===== src/rtl/regfile_write_sequencer_pkg.sv =====
// Shared Y86 definitions: register indices, the "no register" marker and the queued write entry.
package y86_pkg;

    localparam int QUEUE_DEPTH = 4;
    localparam int DATA_W      = 32;
    localparam int REG_W       = 4;

    localparam logic [REG_W-1:0] REG_RAX  = 4'h0;
    localparam logic [REG_W-1:0] REG_RCX  = 4'h1;
    localparam logic [REG_W-1:0] REG_RDX  = 4'h2;
    localparam logic [REG_W-1:0] REG_RBX  = 4'h3;
    localparam logic [REG_W-1:0] REG_RSP  = 4'h4;
    localparam logic [REG_W-1:0] REG_RBP  = 4'h5;
    localparam logic [REG_W-1:0] REG_RSI  = 4'h6;
    localparam logic [REG_W-1:0] REG_RDI  = 4'h7;
    localparam logic [REG_W-1:0] REG_NONE = 4'hF;

    typedef struct packed {
        logic [REG_W-1:0]  idx;
        logic [DATA_W-1:0] value;
    } rf_write_t;

endpackage


===== src/rtl/regfile_write_sequencer_regwrite_fifo.sv =====
// In-order circular buffer of pending register writes: 0/1/2 pushes and at most one pop per cycle.
module regwrite_fifo
    import y86_pkg::*;
#(
    parameter int DEPTH = QUEUE_DEPTH
) (
    input  logic                             i_clk,
    input  logic                             i_rst,
    input  logic                             i_push1,
    input  logic [REG_W+DATA_W-1:0]          i_push1_data,
    input  logic                             i_push2,
    input  logic [REG_W+DATA_W-1:0]          i_push2_data,
    input  logic                             i_pop,
    output logic [REG_W+DATA_W-1:0]          o_head,
    output logic [$clog2(DEPTH):0]           o_count,
    output logic [DEPTH-1:0]                 o_entry_valid,
    output logic [DEPTH*(REG_W+DATA_W)-1:0]  o_entry_data
);

    localparam int PW = $clog2(DEPTH);
    localparam int CW = PW + 1;
    localparam int EW = REG_W + DATA_W;

    logic [PW-1:0] r_head;
    logic [PW-1:0] r_tail;
    logic [CW-1:0] r_count;
    rf_write_t     r_mem [DEPTH];
    logic [1:0]    w_n_push;

    assign w_n_push = {1'b0, i_push1} + {1'b0, i_push2};

    always_ff @(posedge i_clk or posedge i_rst) begin
        if (i_rst) begin
            r_head  <= '0;
            r_tail  <= '0;
            r_count <= '0;
        end else begin
            r_head  <= r_head + PW'(i_pop);
            r_tail  <= r_tail + PW'(w_n_push);
            r_count <= r_count + CW'(w_n_push) - CW'(i_pop);
        end
    end

    // A lone write2 lands at the tail; after a write1 it goes one slot further.
    always_ff @(posedge i_clk) begin
        if (i_push1) r_mem[r_tail] <= i_push1_data;
        if (i_push2) r_mem[r_tail + PW'(i_push1)] <= i_push2_data;
    end

    assign o_head  = r_mem[r_head];
    assign o_count = r_count;

    // Entry k of the view is the k-th oldest queued write.
    always_comb begin
        o_entry_valid = '0;
        o_entry_data  = '0;
        for (int k = 0; k < DEPTH; k++) begin
            o_entry_valid[k]          = CW'(k) < r_count;
            o_entry_data[k*EW +: EW]  = r_mem[r_head + PW'(k)];
        end
    end

endmodule


===== src/rtl/regfile_write_sequencer.sv =====
// Funnels write-back's two register writes per cycle onto the single register-file write port,
// and answers decode's "is a write to this register still pending?" query.
module regfile_write_sequencer
    import y86_pkg::*;
#(
    parameter int DEPTH = QUEUE_DEPTH
) (
    input  logic              i_clock,
    input  logic              i_reset,
    input  logic              i_wbValid,
    output logic              o_wbReady,
    input  logic              i_wbWrite1,
    input  logic [REG_W-1:0]  i_wbReg1,
    input  logic [DATA_W-1:0] i_wbValue1,
    input  logic              i_wbWrite2,
    input  logic [REG_W-1:0]  i_wbReg2,
    input  logic [DATA_W-1:0] i_wbValue2,
    output logic              o_rfWrite,
    output logic [REG_W-1:0]  o_rfReg,
    output logic [DATA_W-1:0] o_rfValue,
    input  logic [REG_W-1:0]  i_qReg,
    output logic              o_qPending,
    output logic [DATA_W-1:0] o_qValue
);

    localparam int CW = $clog2(DEPTH) + 1;
    localparam int EW = REG_W + DATA_W;

    logic [CW-1:0]       w_count;
    logic [EW-1:0]       w_head;
    logic [DEPTH-1:0]    w_entry_valid;
    logic [DEPTH*EW-1:0] w_entry_data;
    logic                w_accept;
    logic                w_push1;
    logic                w_push2;
    logic                w_pop;
    rf_write_t           w_head_ent;
    logic                w_q_pending;
    logic [DATA_W-1:0]   w_q_value;

    logic                r_rf_write;
    logic [REG_W-1:0]    r_rf_reg;
    logic [DATA_W-1:0]   r_rf_value;

    // Handshake: a pair is taken when i_wbValid && o_wbReady; ready only promises room for two.
    assign o_wbReady  = w_count <= CW'(DEPTH - 2);
    assign w_accept   = i_wbValid & o_wbReady;
    assign w_push1    = w_accept & i_wbWrite1 & (i_wbReg1 != REG_NONE);
    assign w_push2    = w_accept & i_wbWrite2 & (i_wbReg2 != REG_NONE);
    assign w_pop      = w_count != '0;
    assign w_head_ent = w_head;

    regwrite_fifo #(
        .DEPTH(DEPTH)
    ) u_fifo (
        .i_clk        (i_clock),
        .i_rst        (i_reset),
        .i_push1      (w_push1),
        .i_push1_data ({i_wbReg1, i_wbValue1}),
        .i_push2      (w_push2),
        .i_push2_data ({i_wbReg2, i_wbValue2}),
        .i_pop        (w_pop),
        .o_head       (w_head),
        .o_count      (w_count),
        .o_entry_valid(w_entry_valid),
        .o_entry_data (w_entry_data)
    );

    always_ff @(posedge i_clock or posedge i_reset) begin
        if (i_reset) begin
            r_rf_write <= 1'b0;
            r_rf_reg   <= '0;
            r_rf_value <= '0;
        end else if (w_pop) begin
            r_rf_write <= 1'b1;
            r_rf_reg   <= w_head_ent.idx;
            r_rf_value <= w_head_ent.value;
        end else begin
            r_rf_write <= 1'b0;
        end
    end

    // Scan oldest (rf port) to youngest (queue tail); the last match overrides earlier ones.
    always_comb begin
        w_q_pending = 1'b0;
        w_q_value   = '0;
        if (i_qReg != REG_NONE) begin
            if (r_rf_write && (r_rf_reg == i_qReg)) begin
                w_q_pending = 1'b1;
                w_q_value   = r_rf_value;
            end
            for (int k = 0; k < DEPTH; k++) begin
                if (w_entry_valid[k] && (w_entry_data[k*EW+DATA_W +: REG_W] == i_qReg)) begin
                    w_q_pending = 1'b1;
                    w_q_value   = w_entry_data[k*EW +: DATA_W];
                end
            end
        end
    end

    assign o_rfWrite  = r_rf_write;
    assign o_rfReg    = r_rf_reg;
    assign o_rfValue  = r_rf_value;
    assign o_qPending = w_q_pending;
    assign o_qValue   = w_q_value;

endmodule


===== config.mk =====
export PLATFORM = sky130hd
export DESIGN_NAME = regfile_write_sequencer
export DESIGN_NICKNAME = d
export VERILOG_FILES = /design/src/rtl/regfile_write_sequencer_pkg.sv /design/src/rtl/regfile_write_sequencer_regwrite_fifo.sv /design/src/rtl/regfile_write_sequencer.sv
export SDC_FILE = /design/constraint.sdc
export NUM_CORES = 1
export LEC_CHECK = 0
export BUFFER_PORTS_ARGS = -buffer_cell sky130_fd_sc_hd__buf_4
export CAP_MARGIN = 20
export CORE_ASPECT_RATIO = 0.9
export CORE_MARGIN = 3
export CORE_UTILIZATION = 55
export DETAILED_ROUTE_END_ITERATION = 8
export GPL_ROUTABILITY_DRIVEN = 0
export PLACE_DENSITY_LB_ADDON = 0.3
export RECOVER_POWER = 25
export SYNTH_ARGS = -nofsm -noshare
export SYNTH_HDL_FRONTEND = slang
export SYNTH_SLANG_ARGS = --single-unit

===== constraint.sdc =====
create_clock -name i_clock -period 6.55 [get_ports i_clock]
set_input_delay 0.655 -clock i_clock [delete_from_list [all_inputs] [get_ports i_clock]]
set_output_delay 0.655 -clock i_clock [all_outputs]
set_load 0.01 [all_outputs]

# Word-level counts from Yosys, hierarchy flattened
# Memories as Yosys holds them, arrays and structs flattened.
# Cells that the tools add are included.
# W data, S select, Z words.
# op_classes
n_addsub,9
n_lt_le_gt_ge,5
n_eq_ne,8
mux,17
n_bitwise,5
reduce_logical,6
# ops
op,count
$mux W32,6
$eq A4 B4 Y1,5
$ne A4 B4 Y1 const B,3
$mux W1,11
$lt A1 B3 Y1 const A,2
$lt A2 B3 Y1 const A,2
$and A1 B1 Y1,5
$logic_and A1 B1 Y1,5
$add A2 B1 Y2,2
$add A2 B2 Y2 const B,2
$add A3 B2 Y3,1
$le A3 B2 Y1 const B,1
$reduce_bool A3 Y1,1
$sub A3 B1 Y3,1
$add A1 B1 Y2,1
$add A2 B1 Y2 const B,1
$add A2 B2 Y2,1
# totals
regBits,44
ram_bits,144
inputBits,81
wordCells,57
memories,1
# mem_list
memory,depth,word_bits,read_ports,rd_ports_with_merged_regs,wr,line,rtl
u_fifo.r_mem,4,36,4,0,2,regfile_write_sequencer_regwrite_fifo.sv:27,rf_write_t r_mem [DEPTH];

# Logic depth before layout (Yosys ltp)
# Gate-level depths: netlist of run 1.
# logic_depth
word_depth,8
ltp_mapped,11
mapped_depth_nobuf,9

# Modules after synthesis
# Synthesis of run 1 repeated with hierarchy kept, for this count alone.
# hier_totals
cells_unflattened,846
area_unflattened_um2,13490.4
# by_module_without_submodules
mod,n_inst,cells_each,area_each_um2
regwrite_fifo,1,559,10343.7
regfile_write_sequencer,1,287,3146.8

# Worst setup path after synthesis of run 1
# Ideal clock, no wire load.
# synth_path
kind,register to register
start,"reg u_fifo.r_count[1], in the netlist u_fifo.o_count[1]"
end,mem u_fifo.r_mem[2][0] (netlist name) (enable)
setup_ps,437
arrival_ps,3061
required_time_ps,6113
setup_slack_ps,3053
stages_incl_launch_ff,9
period_less_slack_ps,3497
cell_sequence,dfrtp_1 -> a21oi_1 -> nand4_1 -> inv_1 -> ha_1 -> xnor2_1 -> nor3_2 -> buf_2 -> o21bai_1
# synth_lines
item,line,rtl
"start, declared",regfile_write_sequencer_regwrite_fifo.sv:26,logic [CW-1:0] r_count;
"start signal, assigned",regfile_write_sequencer_regwrite_fifo.sv:40,r_count <= r_count + CW'(w_n_push) - CW'(i_pop);
"end, declared",regfile_write_sequencer_regwrite_fifo.sv:27,

# Final worst setup path of run 1
# layout_path
start,"reg u_fifo.r_count[1], in the netlist u_fifo.o_count[1]"
end,out o_qValue[18]
# layout_between
elab_chain_cells,7
# layout_rtl
item,line,rtl
$lt A1 B3 Y1,regfile_write_sequencer_regwrite_fifo.sv:58,o_entry_valid[k] = CW'(k) < r_count;
$logic_and A1 B1 Y1,regfile_write_sequencer.sv:93,if (w_entry_valid[k] && (w_entry_data[k*EW+DATA_W +: REG_W] == i_qReg)) begin
$mux W32 (3 in series),regfile_write_sequencer.sv:93,
$mux W32 (*),regfile_write_sequencer.sv:93,
$mux W32 (*),regfile_write_sequencer.sv:87,if (i_qReg != REG_NONE) begin
"end, declared",regfile_write_sequencer.sv:23,output logic [DATA_W-1:0] o_qValue
# Mark *: on every way between the ends. The rest lies on a longest branch, timed or not.

==> results.py, run 1 <==
metrics = {
    "floorplan": {
        "io_pins": 152,
        "initial_core_util": 0.5667,
        "fp.dieArea_sq_mm": 0.02541,
        "die_w_um": 167.7,
        "rows": 52,
        "core-area_sq_mm": 0.02284,
        "die_y_um": 151.5,
    },
    "power_and_ir_drop": {
        "p_leak_nw": 5.583,
        "total_power_mw": 6.613,
        "p_per_area_mw_per_mm2": 449.6,
        "peakVddDrop_v": 0.0002877,
    },
    "clocking": {
        "cts_tree": "done",
        "clkLatencyLatePin_ns": 0.44,
        "cts-htree-levels": 4,
        "cts_resized": 0,
        "cts_hold_buf": 0,
        "clk_pin_slew_ns": 0.07,
        "clockBufferDepth": 2,
        "cts_root_buffer": "clkbuf_16",
        "clock_sinks": 188,
        "post-cts-setup-buffers": 0,
        "cts_made_buffers": 17,
    },
    "grt": {
        "grt.total_usage": 0.2783,
        "grt_first_pass_wirelength_um": 55650,
        "antenna_found_initial": 0,
        "grt_overflow": 0,
        "grt_max_degree": 79,
        "grt_pass1_vias": 10160,
    },
    "timing": {
        "finalMaxSlewViolations": 90,
        "hold_ws_ns": 0.5236,
        "setup_violations": 0,
        "worst_pin_slew_ns": 2.730,
        "final.min_clock_period_ns": 5.629,
        "relSlewSlack": -0.8200,
        "clock.fmax_ghz": 0.1777,
        "fin_setup_tns_ns": 0,
        "rsz0062_at_grt": "false",
        "skew_ns": 0.01202,
        "hold_viol": 0,
        "min_period_over_period": 0.8593,
    },
    "cells_and_area": {
        "drive_above_1_share": 0.2913,
        "area_growth_pct": 13.65,
        "layout.cells.non_filler": 1629,
        "fin_util": 0.6440,
        "fill_cells": 1864,
        "nets": 1408,
        "multi_input_area_sq_mm": 0.006974,
        "regArea_sq_mm": 0.005433,
        "n_antenna_cell": 0,
    },
    "min_path": {
        "min-delay-start": "i_wbValue1[9]",
        "hold_path_class": "input pin to flip-flop",
        "whs_path_depth": 2,
        "hold_end": "u_fifo.r_mem[0][9]$_DFFE_PP_",
    },
    "critical_path": {
        "path_depth": 8,
        "required_ns": 5.89,
        "crit_buf_inv": 4,
        "crit_path_top_delay_cell": "clkbuf_1",
        "cp_max_fo": 44,
        "crit_chain": "nor3_1, clkbuf_1, inv_2, buf_4, a21oi_1, o21ai_1, a211oi_1, buf_4",
        "rrSetupSlack_ns": 1.84,
        "cp_data_arrival_time_ns": 4.97,
        "r2r-end": "u_fifo.o_count[2]$_DFF_PP0_",
        "cp-start-kind": "flip-flop",
        "cp_slowest_stage_delay_ns": 1.62,
        "crit_family": "buffers and inverters",
        "end_kind": "output pin",
        "cpMostUsedCell": "buf_4",
        "r2r-start": "u_fifo.o_count[1]$_DFF_PP0_",
        "reg2regPathDepth": 10,
        "crit_start": "u_fifo.o_count[1]$_DFF_PP0_",
        "critPathKind": "flip-flop to output pin",
    },
    "synthesis": {
        "synthCells": 1234,
        "async_flop_share": 0.2340,
        "yosys_warnings": 0,
        "synth_simple_gate_area_frac": 0.1003,
        "ys_seq_elements": 188,
        "synth_top_family_by_area": "multiplexers",
        "synthFlopType": "edfxtp_1",
        "synth_xor_area_frac": 0.01731,
        "syn-num-nets": 1323,
        "yosysSeqAreaShare": 0.4192,
        "synth.distinct_cells": 48,
        "synth-compound-area-share": 0.1277,
        "synthMuxAreaShare": 0.2805,
        "synth_fa_ha_area_frac": 0.008315,
        "synth_area_sq_mm": 0.01294,
        "synth_edf_count": 144,
        "postSynthAreaPerCell_sq_um": 10.49,
    },
    "placed_design": {
        "placedCellCount": 1591,
        "port_buffers": 151,
        "dp_hpwl_um": 22240,
    },
    "job": {
        "drv_cap": 2,
    },
    "outcome": {
        "outcome": "finished, violations left",
        "violations": "max-capacitance violations, max-slew violations",
    },
    "routing": {
        "post_drt_wl_per_cell_um": 21.68,
        "drc": 0,
        "vias": 10380,
        "vias_per_cell": 6.372,
        "drtIter0Drc": 1150,
        "drt_wl_total_um": 35320,
        "antenna_left": 0,
        "dr.pass1.iters": 7,
    },
}
==> report_power, final <==
part | switching, mW | internal (mW)
logic | 2.15 | 1.51
registers | 0.305 | 1.59
clock network | 0.465 | 0.597
total | 2.92 | 3.70
==> cells by family (layout without fill, tap and decap cells) <==
kind of cell / Yosys count / after routing
AOI/OAI and AO/OA: 269 / 269
xor gates and xnor gates: 23 / 23
adders and majority gates: 8 / 8
buffers and inverters: 127 / 225
DFF: 188 / 188
muxes: 317 / 317
and+or+nand+nor: 302 / 302
==> state kept, by name, indices dropped and copies added, names as in the netlist <==
register,flops
u_fifo.r_tail,2
u_fifo.r_mem,144
o_rfValue,32
u_fifo.o_count,3
o_rfReg,4
o_rfWrite,1
u_fifo.r_head,2
==> Yosys cell counts (2+ instances only) <==
cell type / n / area share
inv_1: 13 / 0.0038
nor3_2: 4 / 0.0031
nor3_1: 4 / 0.0015
o221ai_1: 26 / 0.018
ha_1: 7 / 0.0068
xnor2_2: 3 / 0.0038
and2_1: 2 / 0.00097
clkbuf_1: 61 / 0.018
o21ai_1: 4 / 0.0015
mux2_2: 172 / 0.15
a21oi_2: 3 / 0.0020
xor2_1: 6 / 0.0041
buf_6: 7 / 0.0061
or3_1: 2 / 0.00097
a21oi_1: 92 / 0.036
buf_1: 9 / 0.0026
o22ai_1: 29 / 0.014
dfrtp_1: 44 / 0.085
buf_2: 29 / 0.011
edfxtp_1: 144 / 0.33
buf_4: 6 / 0.0035
a311oi_1: 3 / 0.0020
nand2b_1: 2 / 0.00097
mux4_2: 16 / 0.028
nand2_1: 150 / 0.044
o211ai_1: 30 / 0.017
mux2i_1: 96 / 0.074
a211oi_2: 2 / 0.0019
nor2_1: 93 / 0.027
o21ai_0: 68 / 0.026
nand4_1: 37 / 0.018
a211oi_1: 5 / 0.0029
xnor2_1: 14 / 0.0095
mux2_1: 33 / 0.029
o221ai_2: 3 / 0.0035
nand3_1: 3 / 0.0012
==> per-layer routing <==
metal  track usage  up-vias  share of wire
li1              -     4797              -
met1        0.3664     5023           0.41
met2        0.4660      515           0.49
met3       0.05940       45          0.081
met4       0.08957        0          0.017
met5             0        -              0
==> stage by stage <==
| step | setup slack, ns | instance area (sq um) |
|---|---|---|
| 2_1_floorplan | 3.053 | 12940 |
| 3_3_place_gp | 1.909 | 14130 |
| 3_5_place_dp | 1.842 | 14150 |
| 4_1_cts | 1.380 | 14760 |
| 5_1_grt | 0.5930 | 14710 |
| 6_report | 0.9213 | 14710 |
==> cells in the final DEF (no fill, tap or decap), types with 29 or more instances in the layout <==
cell type,count
nand2_1,147
clkbuf_1,41
buf_4,131
o22ai_1,29
mux2_2,172
nor2_1,93
o211ai_1,30
dfrtp_1,42
a21oi_1,92
mux2i_1,96
edfxtp_1,144
mux2_1,33
nand4_1,37
o21ai_0,68
==> area by class of cell <==
type / instances / area share
Timing Repair Buffer: 179 / 0.08643
Clock inverter: 10 / 0.006721
Multi-Input combinational cell: 919 / 0.4742
Sequential cell: 188 / 0.3694
Clock buffer: 22 / 0.03445
Tap cell: 297 / 0.02527
Inverter: 14 / 0.003573
==> worst register-to-register path: cells and delay by family, from the launching register on <==
kind	cells	cell delay (ns)
buf+inv	4	2.56
fa+ha+maj	3	1.09
flops	1	0.45
xor+xnor	2	0.29
simple gates	1	0.19
==> how the worst max path moves through the flow <==
stage                                              end  slack [ns]
after CTS                                 o_qValue[18]        1.38
after global placement                    o_qValue[18]        1.91
final                                     o_qValue[18]        0.92
after floorplan           u_fifo.r_mem[2][0]$_DFFE_PP_        3.05
after global routing                      o_qValue[18]        0.59
after detailed placement                  o_qValue[24]        1.84
Power figures use the tool's default switching activity.
==> run 2: changes to the inputs <==
- ABC_AREA: unset -> 1
==> run 2 against run 1 <==
  * Power is 5.6% higher
  * Worst setup slack better by 0.63 ns
  * Fmax is 13% higher
  * Synthesized cell count rose by 56%
  * Clock power about the same
  * Cell area is 0.88% lower
  * Critical path depth is 6 higher
  * Sequential cell count unchanged
  * Core utilization decreased by 0.56 points
  * Largest cell class unchanged
  * Clock skew decreased by 0.0011 ns
  * Critical path type unchanged
  * The run still ends with max-capacitance violations, max-slew violations left
  * First-iteration DRC count grew 78%
  * Via count up 26%
==> results.py, run 2 <==
metrics = {
    "synthesis": {
        "postSynthAreaPerCell_sq_um": 6.751,
        "yosys-top-cells-area": "edfxtp_1 (33%), nand2_1 (19%), o21ai_0 (16%), dfrtp_1 (8.5%), inv_1 (5.5%)",
        "async_flop_share": 0.2340,
        "yosys_warnings": 0,
        "synth_area_sq_mm": 0.01297,
        "ys_seq_elements": 188,
        "yosysMostFrequentCell": "nand2_1",
        "synthCells": 1921,
        "syn-num-nets": 2010,
        "synth_edf_count": 144,
        "synth.top_cell.area_share": 0.3334,
        "yosysSeqAreaShare": 0.4183,
        "yosys.area.top_type": "edfxtp_1",
        "synthTopCellsByCount": "nand2_1 (664), o21ai_0 (413), inv_1 (190)",
        "synthFlopType": "edfxtp_1",
        "synth.distinct_cells": 34,
    },
    "placed_design": {
        "place_area_sq_mm": 0.01414,
        "placedCellCount": 2260,
        "port_buffers": 151,
        "dp_hpwl_um": 27860,
    },
    "routing": {
        "post_drt_wl_per_cell_um": 16.97,
        "dr_wl_met3_um": 6342,
        "wl_met2_um": 15190,
        "antenna_left": 0,
        "drtIter0Drc": 2052,
        "wl_met1_um": 16910,
        "vias": 13094,
        "drc": 0,
        "vias_per_cell": 5.708,
        "maxUsedRoutingLayer": "met4",
        "dr.pass1.iters": 6,
        "drt_wl_total_um": 38930,
    },
    "job": {
        "drv_cap": 4,
    },
    "timing": {
        "clock.fmax_ghz": 0.2002,
        "setup_violations": 0,
        "hold_viol": 0,
        "final.min_clock_period_ns": 4.995,
        "worst_pin_slew_ns": 2.905,
        "skew_ns": 0.01095,
        "finalMaxSlewViolations": 215,
        "min_period_over_period": 0.7626,
        "rsz0062_at_grt": "false",
        "relSlewSlack": -0.9370,
        "fin_setup_tns_ns": 0,
    },
    "floorplan": {
        "core-area_sq_mm": 0.02284,
        "rows": 52,
        "io_pins": 152,
        "die_w_um": 167.9,
        "initial_core_util": 0.5679,
        "fp.dieArea_sq_mm": 0.02546,
        "die_y_um": 151.7,
    },
    "outcome": {
        "outcome": "finished, violations left",
        "violations": "max-capacitance violations, max-slew violations",
    },
    "cells_and_area": {
        "layout.cells.non_filler": 2294,
        "fill_cells": 1985,
        "design_area_sq_mm": 0.01458,
        "nets": 2073,
        "mostFrequentLayoutCells": "nand2_1 (663), o21ai_0 (412), inv_1 (189)",
        "largest_register_ffs": 144,
        "final_common_cell": "nand2_1",
        "drive_above_1_share": 0.09114,
        "area_growth_pct": 12.42,
        "regMostFlops": "u_fifo.r_mem",
        "n_antenna_cell": 0,
    },
    "clocking": {
        "cts-htree-levels": 4,
        "cts_resized": 0,
        "cts_made_buffers": 17,
        "cts_hold_buf": 0,
        "post-cts-setup-buffers": 0,
        "clk_pin_slew_ns": 0.07,
        "clockBufferDepth": 2,
        "cts_root_buffer": "clkbuf_16",
        "cts_tree": "done",
        "clkLatencyLatePin_ns": 0.43,
        "clock_sinks": 188,
    },
    "critical_path": {
        "cp_data_arrival_time_ns": 4.34,
        "cp-start-kind": "flip-flop",
        "required_ns": 5.89,
        "end_kind": "output pin",
        "cp_max_fo": 79,
        "critPathKind": "flip-flop to output pin",
    },
    "grt": {
        "grt_overflow": 0,
        "grt_pass1_vias": 11043,
        "antenna_found_initial": 0,
        "grt.total_usage": 0.2999,
        "grt_max_degree": 118,
        "grt_first_pass_wirelength_um": 60380,
    },
    "power_and_ir_drop": {
        "p_per_area_mw_per_mm2": 478.9,
        "p_leak_nw": 6.987,
        "peakVddDrop_v": 0.0003182,
    },
    "min_path": {
        "hold_path_class": "input pin to async pin",
    },
}
## run 2: changes by cell type in the layout (fill, tap and decap cells not counted), sizes merged, moves of 15 or more
cell,change
o211ai,-29
o21ai,+371
o22ai,-28
o221ai,-29
nand4,-37
mux2,-205
a21oi,-62
nor2,+18
nand3,+123
xnor2,-15
inv,+182
mux2i,-95
mux4,-16
nand2,+516
## run 2: worst max-delay path, cell delays in order (launching register included)
cell and delay (ns):
dfrtp_4 0.88, buf_4 0.67, nand2_1 0.15, nand3_1 0.16, nand2_1 0.10, nand2_1 0.06
nand3_1 0.08, nor2_2 0.08, buf_4 0.35, nand2_2 0.45, nand3_1 0.36, nand3_1 0.12
a21oi_1 0.15, nor2_1 0.09, buf_4 0.15
## run 2: routing by layer
metal  GRT usage  vias to the layer above
li1            -                     6379
met1      0.4834                     5758
met2      0.4056                      901
met3     0.07678                       56
met4     0.05276                        0
met5           0                        -
## run 2: layout make-up
class                      instances  area (sq um)  share of cell area
clock buffer                      17         425.4             0.02918
clock inverter                    15         165.2             0.01133
inverter                         192         720.7             0.04943
multi-input combinational       1410          6310              0.4328
sequential                       188          5430              0.3725
tap                              297         371.6             0.02549
timing repair buffer             175          1156             0.07930
## run 2: power by group
part / internal, mW / switching [mW] / total, mW / leakage, nW
Sequential: 1.59 / 0.246 / 1.83 / 1.83
Clock: 0.548 / 0.509 / 1.06 / 0.294
Combinational: 1.26 / 2.83 / 4.09 / 4.86
## run 2: kinds of logic after synthesis
family / count (synthesis) / share of synthesized area
AO/OA/AOI/OAI: 483 / 0.1877
XOR/XNOR: 11 / 0.007429
adder cells (fa/ha/maj): 8 / 0.008297
buffers and inverters: 323 / 0.1007
flip-flops: 188 / 0.4183
multiplexers: 1 / 0.0007719
AND/OR/NAND/NOR: 907 / 0.2768
## run 2: per-stage QoR
stage                     hold slack, ns  power [mW]    util  worst slack, ns
after detailed placement          0.5028       5.887  0.6190            2.177
after CTS                         0.4812       6.934  0.6449            1.698
after global routing              0.3533       7.504  0.6384            1.240
final                             0.2944       6.982  0.6384            1.555
after global placement            0.5014       5.784  0.6190            2.237
after floorplan                   0.4777       4.481       -            2.191
## run 2: final timing paths
path                                             start                           end  slack [ns]  cells past startpoint
max in group asynchronous                      i_reset    u_fifo.r_head[0]$_DFF_PP0_        4.14                      3
max reg2reg                u_fifo.o_count[2]$_DFF_PP0_  u_fifo.r_mem[2][9]$_DFFE_PP_        1.85                     10
min reg2reg                   o_rfValue[3]$_DFFE_PP0N_      o_rfValue[3]$_DFFE_PP0N_        0.51                      2
min                                            i_reset     o_rfValue[26]$_DFFE_PP0N_        0.29                      2
max                         u_fifo.r_head[0]$_DFF_PP0_                   o_qValue[4]        1.56                     14
min in group i_clock          o_rfValue[3]$_DFFE_PP0N_      o_rfValue[3]$_DFFE_PP0N_        0.51                      2
